**src/rtl/register_writeback_queue_if.sv**
```systemverilog
// register_writeback_queue_if: even/odd result channels, register-file write port and forwarding query
interface register_writeback_queue_if #(
  parameter int DEPTH  = 4,
  parameter int ADDR_W = 7,
  parameter int DATA_W = 128
);
  localparam int CNT_W = $clog2(DEPTH) + 1;
  logic              even_valid;
  logic              even_ready;
  logic [ADDR_W-1:0] even_rt;
  logic [DATA_W-1:0] even_data;
  logic              odd_valid;
  logic              odd_ready;
  logic [ADDR_W-1:0] odd_rt;
  logic [DATA_W-1:0] odd_data;
  logic              flush;
  logic              regWriteEnable;
  logic [ADDR_W-1:0] writeRegisterRT;
  logic [DATA_W-1:0] writeData;
  logic [CNT_W-1:0]  count;
  logic              full;
  logic              empty;
  logic [ADDR_W-1:0] fwd_reg;
  logic              fwd_hit;
  logic [DATA_W-1:0] fwd_data;
  modport master (
    output even_valid, even_rt, even_data, odd_valid, odd_rt, odd_data, flush, fwd_reg,
    input  even_ready, odd_ready, regWriteEnable, writeRegisterRT, writeData, count, full, empty,
           fwd_hit, fwd_data
  );
  modport slave (
    input  even_valid, even_rt, even_data, odd_valid, odd_rt, odd_data, flush, fwd_reg,
    output even_ready, odd_ready, regWriteEnable, writeRegisterRT, writeData, count, full, empty,
           fwd_hit, fwd_data
  );
endinterface

```
**src/rtl/register_writeback_queue.sv**
```systemverilog
// register_writeback_queue: in-order dual-push FIFO feeding one register-file write per clock; REG_WB_FWD_EN enables pending-result forwarding
module register_writeback_queue #(
  parameter int DEPTH  = 4,
  parameter int ADDR_W = 7,
  parameter int DATA_W = 128
) (
  input logic clk,
  input logic reset,
  register_writeback_queue_if.slave bus
);
  localparam int PTR_W = $clog2(DEPTH);
  localparam int CNT_W = PTR_W + 1;
  logic [ADDR_W-1:0] rtMem [DEPTH];
  logic [DATA_W-1:0] dataMem [DEPTH];
  logic [PTR_W-1:0]  wrPtr, rdPtr;
  logic [CNT_W-1:0]  count;
  logic              wbValid;
  logic [ADDR_W-1:0] wbRt;
  logic [DATA_W-1:0] wbData;
  logic              evenPush, oddPush, pop;
  logic              fwdHit;
  logic [DATA_W-1:0] fwdData;
  // Ready depends only on current occupancy, never on this cycle's pop
  assign bus.even_ready = count < CNT_W'(DEPTH);
  assign bus.odd_ready  = (count + CNT_W'(bus.even_valid & bus.even_ready)) < CNT_W'(DEPTH);
  assign evenPush = bus.even_valid & bus.even_ready & ~bus.flush;
  assign oddPush  = bus.odd_valid & bus.odd_ready & ~bus.flush;
  assign pop      = count != '0;
  assign bus.count           = count;
  assign bus.full            = count == CNT_W'(DEPTH);
  assign bus.empty           = count == '0;
  assign bus.regWriteEnable  = wbValid;
  assign bus.writeRegisterRT = wbRt;
  assign bus.writeData       = wbData;
  assign bus.fwd_hit         = fwdHit;
  assign bus.fwd_data        = fwdData;
  // Storage: even entry takes the tail slot, odd lands just behind it when both are accepted
  always_ff @(posedge clk) begin
    if (evenPush) begin
      rtMem[wrPtr]   <= bus.even_rt;
      dataMem[wrPtr] <= bus.even_data;
    end
    if (oddPush) begin
      rtMem[wrPtr + PTR_W'(evenPush)]   <= bus.odd_rt;
      dataMem[wrPtr + PTR_W'(evenPush)] <= bus.odd_data;
    end
  end
  // Pointers, occupancy and the registered write port; flush discards everything including this cycle's inputs
  always_ff @(posedge clk or negedge reset) begin
    if (!reset) begin
      wrPtr   <= '0;
      rdPtr   <= '0;
      count   <= '0;
      wbValid <= 1'b0;
      wbRt    <= '0;
      wbData  <= '0;
    end else if (bus.flush) begin
      wrPtr   <= '0;
      rdPtr   <= '0;
      count   <= '0;
      wbValid <= 1'b0;
    end else begin
      wrPtr   <= wrPtr + PTR_W'(evenPush) + PTR_W'(oddPush);
      rdPtr   <= rdPtr + PTR_W'(pop);
      count   <= count + CNT_W'(evenPush) + CNT_W'(oddPush) - CNT_W'(pop);
      wbValid <= pop;
      if (pop) begin
        wbRt   <= rtMem[rdPtr];
        wbData <= dataMem[rdPtr];
      end
    end
  end
`ifdef REG_WB_FWD_EN
  // Forwarding: output stage is the weakest match, each younger FIFO entry overrides older ones
  always_comb begin
    fwdHit  = wbValid && wbRt == bus.fwd_reg;
    fwdData = fwdHit ? wbData : '0;
    for (int i = 0; i < DEPTH; i++) begin
      if (CNT_W'(i) < count && rtMem[rdPtr + PTR_W'(i)] == bus.fwd_reg) begin
        fwdHit  = 1'b1;
        fwdData = dataMem[rdPtr + PTR_W'(i)];
      end
    end
  end
`else
  assign fwdHit  = 1'b0;
  assign fwdData = '0;
`endif
endmodule

```
**src/flat_wrapper.sv**
```systemverilog
// flat-port wrapper written by rule: the top's interface ports become plain ports
module register_writeback_queue_flat 
#(
  parameter int DEPTH  = 4,
  parameter int ADDR_W = 7,
  parameter int DATA_W = 128
)
  (clk, reset, bus_even_valid, bus_even_rt, bus_even_data, bus_odd_valid, bus_odd_rt, bus_odd_data, bus_flush, bus_fwd_reg, bus_even_ready, bus_odd_ready, bus_regWriteEnable, bus_writeRegisterRT, bus_writeData, bus_count, bus_full, bus_empty, bus_fwd_hit, bus_fwd_data);
  register_writeback_queue_if #(.DEPTH(DEPTH), .ADDR_W(ADDR_W), .DATA_W(DATA_W)) bus_i ();
  input logic clk;
  input logic reset;
  input wire logic [$bits(bus_i.even_valid)-1:0] bus_even_valid;
  input wire logic [$bits(bus_i.even_rt)-1:0] bus_even_rt;
  input wire logic [$bits(bus_i.even_data)-1:0] bus_even_data;
  input wire logic [$bits(bus_i.odd_valid)-1:0] bus_odd_valid;
  input wire logic [$bits(bus_i.odd_rt)-1:0] bus_odd_rt;
  input wire logic [$bits(bus_i.odd_data)-1:0] bus_odd_data;
  input wire logic [$bits(bus_i.flush)-1:0] bus_flush;
  input wire logic [$bits(bus_i.fwd_reg)-1:0] bus_fwd_reg;
  output wire logic [$bits(bus_i.even_ready)-1:0] bus_even_ready;
  output wire logic [$bits(bus_i.odd_ready)-1:0] bus_odd_ready;
  output wire logic [$bits(bus_i.regWriteEnable)-1:0] bus_regWriteEnable;
  output wire logic [$bits(bus_i.writeRegisterRT)-1:0] bus_writeRegisterRT;
  output wire logic [$bits(bus_i.writeData)-1:0] bus_writeData;
  output wire logic [$bits(bus_i.count)-1:0] bus_count;
  output wire logic [$bits(bus_i.full)-1:0] bus_full;
  output wire logic [$bits(bus_i.empty)-1:0] bus_empty;
  output wire logic [$bits(bus_i.fwd_hit)-1:0] bus_fwd_hit;
  output wire logic [$bits(bus_i.fwd_data)-1:0] bus_fwd_data;
  assign bus_i.even_valid = bus_even_valid;
  assign bus_i.even_rt = bus_even_rt;
  assign bus_i.even_data = bus_even_data;
  assign bus_i.odd_valid = bus_odd_valid;
  assign bus_i.odd_rt = bus_odd_rt;
  assign bus_i.odd_data = bus_odd_data;
  assign bus_i.flush = bus_flush;
  assign bus_i.fwd_reg = bus_fwd_reg;
  assign bus_even_ready = bus_i.even_ready;
  assign bus_odd_ready = bus_i.odd_ready;
  assign bus_regWriteEnable = bus_i.regWriteEnable;
  assign bus_writeRegisterRT = bus_i.writeRegisterRT;
  assign bus_writeData = bus_i.writeData;
  assign bus_count = bus_i.count;
  assign bus_full = bus_i.full;
  assign bus_empty = bus_i.empty;
  assign bus_fwd_hit = bus_i.fwd_hit;
  assign bus_fwd_data = bus_i.fwd_data;
  register_writeback_queue #(.DEPTH(DEPTH), .ADDR_W(ADDR_W), .DATA_W(DATA_W)) u_core (.clk(clk), .reset(reset), .bus(bus_i));
endmodule
```
**config.mk**
```make
export PLATFORM = sky130hd
export DESIGN_NAME = register_writeback_queue_flat
export DESIGN_NICKNAME = d
export VERILOG_FILES = /design/src/rtl/register_writeback_queue_if.sv /design/src/rtl/register_writeback_queue.sv /design/src/flat_wrapper.sv
export SDC_FILE = /design/constraint.sdc
export NUM_CORES = 1
export LEC_CHECK = 0
export ABC_AREA = 1
export CORE_MARGIN = 2
export CORE_UTILIZATION = 50
export CTS_BUF_LIST = sky130_fd_sc_hd__clkbuf_8
export CTS_CLUSTER_SIZE = 30
export DETAILED_ROUTE_END_ITERATION = 16
export PLACE_DENSITY = 0.77
export RECOVER_POWER = 50
export SYNTH_ARGS = -nofsm -noshare
export SYNTH_HDL_FRONTEND = slang
export SYNTH_SLANG_ARGS = --single-unit
```
**constraint.sdc**
```tcl
create_clock -name clk -period 14.1 [get_ports clk]
set_input_delay 4.23 -clock clk [delete_from_list [all_inputs] [get_ports clk]]
set_output_delay 4.23 -clock clk [all_outputs]
set_load 0.005 [all_outputs]
```
[Word-level counts from Yosys, hierarchy flattened]
Memory sizes are Yosys's and may differ from the RTL's. A register that Yosys moved wholly into a read port is not among the register bits.
Index checks and enable logic that the tools add are counted.
Word-level totals
  register bits after elaboration: 8
  bits in writable memories: 540
  bits of input ports: 282
  output and inout bits: 272
  logic and storage cells: 35
  memories: 2
Memories
  u_core.dataMem: words 4, width 128, read ports 1, clocked after Yosys merged registers in 1, wr ports 2, line register_writeback_queue.sv:14  | logic [DATA_W-1:0] dataMem [DEPTH];
  u_core.rtMem: words 4, width 7, read ports 1, clocked after Yosys merged registers in 1, wr ports 2, line register_writeback_queue.sv:13  | logic [ADDR_W-1:0] rtMem [DEPTH];
Operators by class
  $add $sub $neg: 7
  order comparisons: 2
  eq/ne operators: 1
  muxes and demuxes: 8
  bitwise operators: 6
  reductions and logical operators: 5
Operator list (number)
  adder 2 x 1 -> 2 bit: 3
  adder 3 x 1 -> 3 bit: 2
  < comparator 3 bit (second input constant): 2
  bitwise AND 1 bit: 5
  two-way mux 1 bit: 5
  two-way mux 2 bit: 2
  adder 3 bit: 1
  == test 3 bit (second input constant): 1
  logical NOT 3 bit: 1
  two-way mux 3 bit: 1
  nonzero test 3 bit: 1
  subtractor 3 x 1 -> 3 bit: 1
  logical NOT 1 bit: 2
  AND reduction 2 bit: 1
  inverter 1 bit: 1

[Logic depth before layout (Yosys ltp)]
  word-level depth: 9
  gate-level depth with buffers: 13
  depth with buffers taken out: 11

[Least setup slack after synthesis]
Ideal clock, no wire load.
  path kind: in2reg
  start: input port bus_flush
  end: memory u_core.dataMem[2][0], enable pin
  setup time: 816 ps
  arrival: 14118 ps
  data required time: 13284 ps
  setup slack: -833 ps
  stages: 4
  path buffers: 1
  path through: buf_2 nor2_1 nand2_1 o21ai_0
RTL lines
  start: declaration: line flat_wrapper.sv:18  | input wire logic [$bits(bus_i.flush)-1:0] bus_flush;
  end: declaration: line register_writeback_queue.sv:14

==> impl_metrics.tcl <==
set metrics [dict create \
    cts_tree "yes" \
    leakagePower_nw 20.4 \
    yosysWarnings 0 \
    grt_use_total_pct 28.1 \
    antenna_left 0 \
    hp-class "flop to flop" \
    crit_type "input port to flop" \
    rsz0062_at_grt "false" \
    syn_area_um2 35900 \
    cts_setup_buffers 0 \
    avgSynthCellArea_um2 7.72 \
    dp.cells 5795 \
    gp_congestion 0.808 \
    overflow 0 \
    crit_chain "dlygate4sd3_1 -> nor2_1 -> clkinv_1 -> nor2_4 -> clkbuf_1 -> nand2_1 -> o21ai_0 -> buf_4 -> buf_4" \
    yosysTopAreaCell "edfxtp_1" \
    die_h_um 272 \
    violations "max-capacitance violations, max-slew violations" \
    cts_buffer_depth 3 \
    cts_made_buffers 115 \
    grt_start_max_net_pins 224 \
    holdBufCountCts 0 \
    synthCells 4652 \
    finClkSkew_ns 0.0494 \
    hold_viol 0 \
    nets 5250 \
    slowest_delay_ns 2.23 \
    tightest_slew_ns 3.73 \
    ys_types 23 \
    synth_top_area_share_pct 45.2 \
    die-area_um2 74000 \
    via_per_inst 5.10 \
    die_x_um 272 \
    setup_viol 0 \
    worstSetupEndpointType "flop" \
    initial_utilization_pct 50.4 \
    ys_ff_latch 683 \
    wl_um 105000 \
    numClockSinks 683 \
    critPathSlowestCell "nand2_1" \
    root_buffer "clkbuf_8" \
    crit_fanout 53 \
    avgRoutedWirePerCell_um 17.5 \
    post-route-period-util_pct 81.8 \
    max_freq_ghz 0.0867 \
    min_period_ns 11.53 \
    core_area_um2 71200 \
    status "finished, violations left" \
    clk_latency_ns 0.76 \
    drt_iter0_drc 2757 \
    ir_drop_uv 166 \
    drv_slew 503 \
    dp_hpwl_um 58900 \
    area_delta_synth_final_pct 17.9 \
    yosys-top-cells-area "edfxtp_1, nand2_1, dfrtp_1" \
    clk_pin_slew_ns 0.06 \
    path_common_cell "buf_4" \
    drtPass1Iterations 6 \
    arrival_ns 11.87 \
    pin_count 554 \
    drv_cap 10 \
    instances_no_fill 6029 \
    drive_gt1_share_pct 4.17 \
    max-slew-margin-rel_pct -148 \
    antenna_found_initial 23 \
    htreeDepth 3 \
    drc 0 \
    portBuffers 417 \
    start_kind "input port" \
    vias 30748 \
    placementRows 98 \
    grt_pass1_vias 29452 \
    powerDensity_nw_per_um2 171 \
    required_ns 14.44 \
    cts_resized 0 \
    setup_tns_ns 0 \
    grt_pass1_wl_um 161000 \
    yosysSeqAreaShare_pct 55.1 \
]
-- metal layers --
| layer | share of wire [%] | routed length [um] | vias up | track usage (%) |
|---|---|---|---|---|
| li1 | - | - | 14767 | - |
| met1 | 37 | 39300 | 14122 | 34.2 |
| met2 | 49 | 51600 | 1546 | 47.9 |
| met3 | 9.7 | 10300 | 295 | 5.27 |
| met4 | 3.9 | 4100 | 18 | 13.9 |
| met5 | 0.11 | 117 | - | 0 |
-- final timing paths --
path | to | startpoint | cells past startpoint | slack (ns)
worst max register to register | u_core.dataMem[0][32] | u_core.bus.count[1] | 8 | 6.43
max in group asynchronous | u_core.rdPtr[1] | reset | 2 | 5.07
worst min-delay path | u_core.bus.writeData[19] | u_core.bus.writeData[19] | 2 | 0.46
worst min register to register | u_core.bus.writeData[19] | u_core.bus.writeData[19] | 2 | 0.46
worst max-delay path | u_core.dataMem[0][32] | bus_flush | 9 | 2.57
min in group asynchronous | u_core.bus.writeData[19] | reset | 1 | 4.53
-- cell usage in the layout (no fill, tap or decap), types with 3 or more instances in the layout --
| cell type | instances |
|---|---|
| edfxtp_1 | 540 |
| clkbuf_1 | 8 |
| bufinv_16 | 7 |
| clkbuf_8 | 130 |
| buf_4 | 28 |
| clkinv_8 | 3 |
| clkinvlp_4 | 3 |
| clkinv_1 | 17 |
| o21ai_4 | 3 |
| diode_2 | 15 |
| nor2_1 | 549 |
| conb_1 | 129 |
| inv_2 | 3 |
| dlygate4sd3_1 | 142 |
| inv_1 | 324 |
| clkdlybuf4s50_1 | 274 |
| clkinv_2 | 16 |
| nand2_1 | 2444 |
| nand3_1 | 273 |
| dfrtp_1 | 141 |
| buf_12 | 3 |
| nor2_4 | 5 |
| ha_1 | 4 |
-- cell usage after synthesis --
library cell / n
nor3b_1: 1
buf_1: 22
fa_1: 2
buf_6: 2
xor2_1: 1
conb_1: 1
edfxtp_1: 540
clkbuf_1: 120
nand2_2: 5
inv_2: 7
inv_1: 281
dfrtp_1: 143
o21ai_0: 5
nand3_1: 273
nor2_4: 6
buf_2: 87
xnor2_1: 1
nor3_1: 1
buf_4: 159
nand2_1: 2442
nor2_1: 548
nand3_2: 1
ha_1: 4
-- registers in the layout, indices dropped and copies added (netlist names) --
signal	cells
u_core.rtMem	28
u_core.bus.count	3
u_core.dataMem	512
u_core.bus.regWriteEnable	1
u_core.bus.writeRegisterRT	7
u_core.wrPtr	2
u_core.bus.writeData	128
u_core.rdPtr	2
-- final cells by class --
| class | instances | area [um^2] |
|---|---|---|
| Antenna cell | 15 | 37.5 |
| Multi-Input combinational cell | 3419 | 13400 |
| Clock inverter | 89 | 597 |
| Inverter | 288 | 1080 |
| Tap cell | 950 | 1190 |
| Timing Repair Buffer | 455 | 4460 |
| Fill cell | 6105 | 28900 |
| Sequential cell | 683 | 19800 |
| Clock buffer | 130 | 1790 |
-- worst max-delay path, delay by kind of cell --
family          cells  cell delay (ns)
buf+inv             5             4.40
simple gates        3             2.58
compound gates      1             0.55
-- metrics by stage --
step | worst slack [ns] | hold slack [ns] | util, % | total power, mW | cell area [um^2]
after global routing | 2.23 | 0.489 | 59.4 | 7.69 | 42300
after floorplan | -0.833 | 0.465 | - | 4.51 | 36400
after CTS | 4.39 | 0.473 | 59.5 | 7.34 | 42400
after detailed placement | 4.39 | 0.458 | 56.1 | 5.53 | 40000
after global placement | 4.43 | 0.455 | 56.1 | 5.45 | 40000
final | 2.57 | 0.462 | 59.4 | 7.25 | 42300
-- where the power goes --
group	total [mW]	switching, mW	internal [mW]
Sequential	2.86	0.211	2.65
Clock	1.82	0.845	0.977
Combinational	2.57	1.68	0.885
Total	7.25	2.74	4.51
-- cell families (layout without fill, tap and decap cells) --
group | count (synthesis) | count (layout) | synth area share (%)
buf+inv | 678 | 962 | 9.09
compound gates | 5 | 5 | 0.0697
xor+xnor | 2 | 2 | 0.0488
simple gates | 3277 | 3277 | 35.4
other cells | 1 | 144 | 0.0104
fa+ha+maj | 6 | 6 | 0.251
flops | 683 | 683 | 55.1
Power figures use the tool's default switching activity.
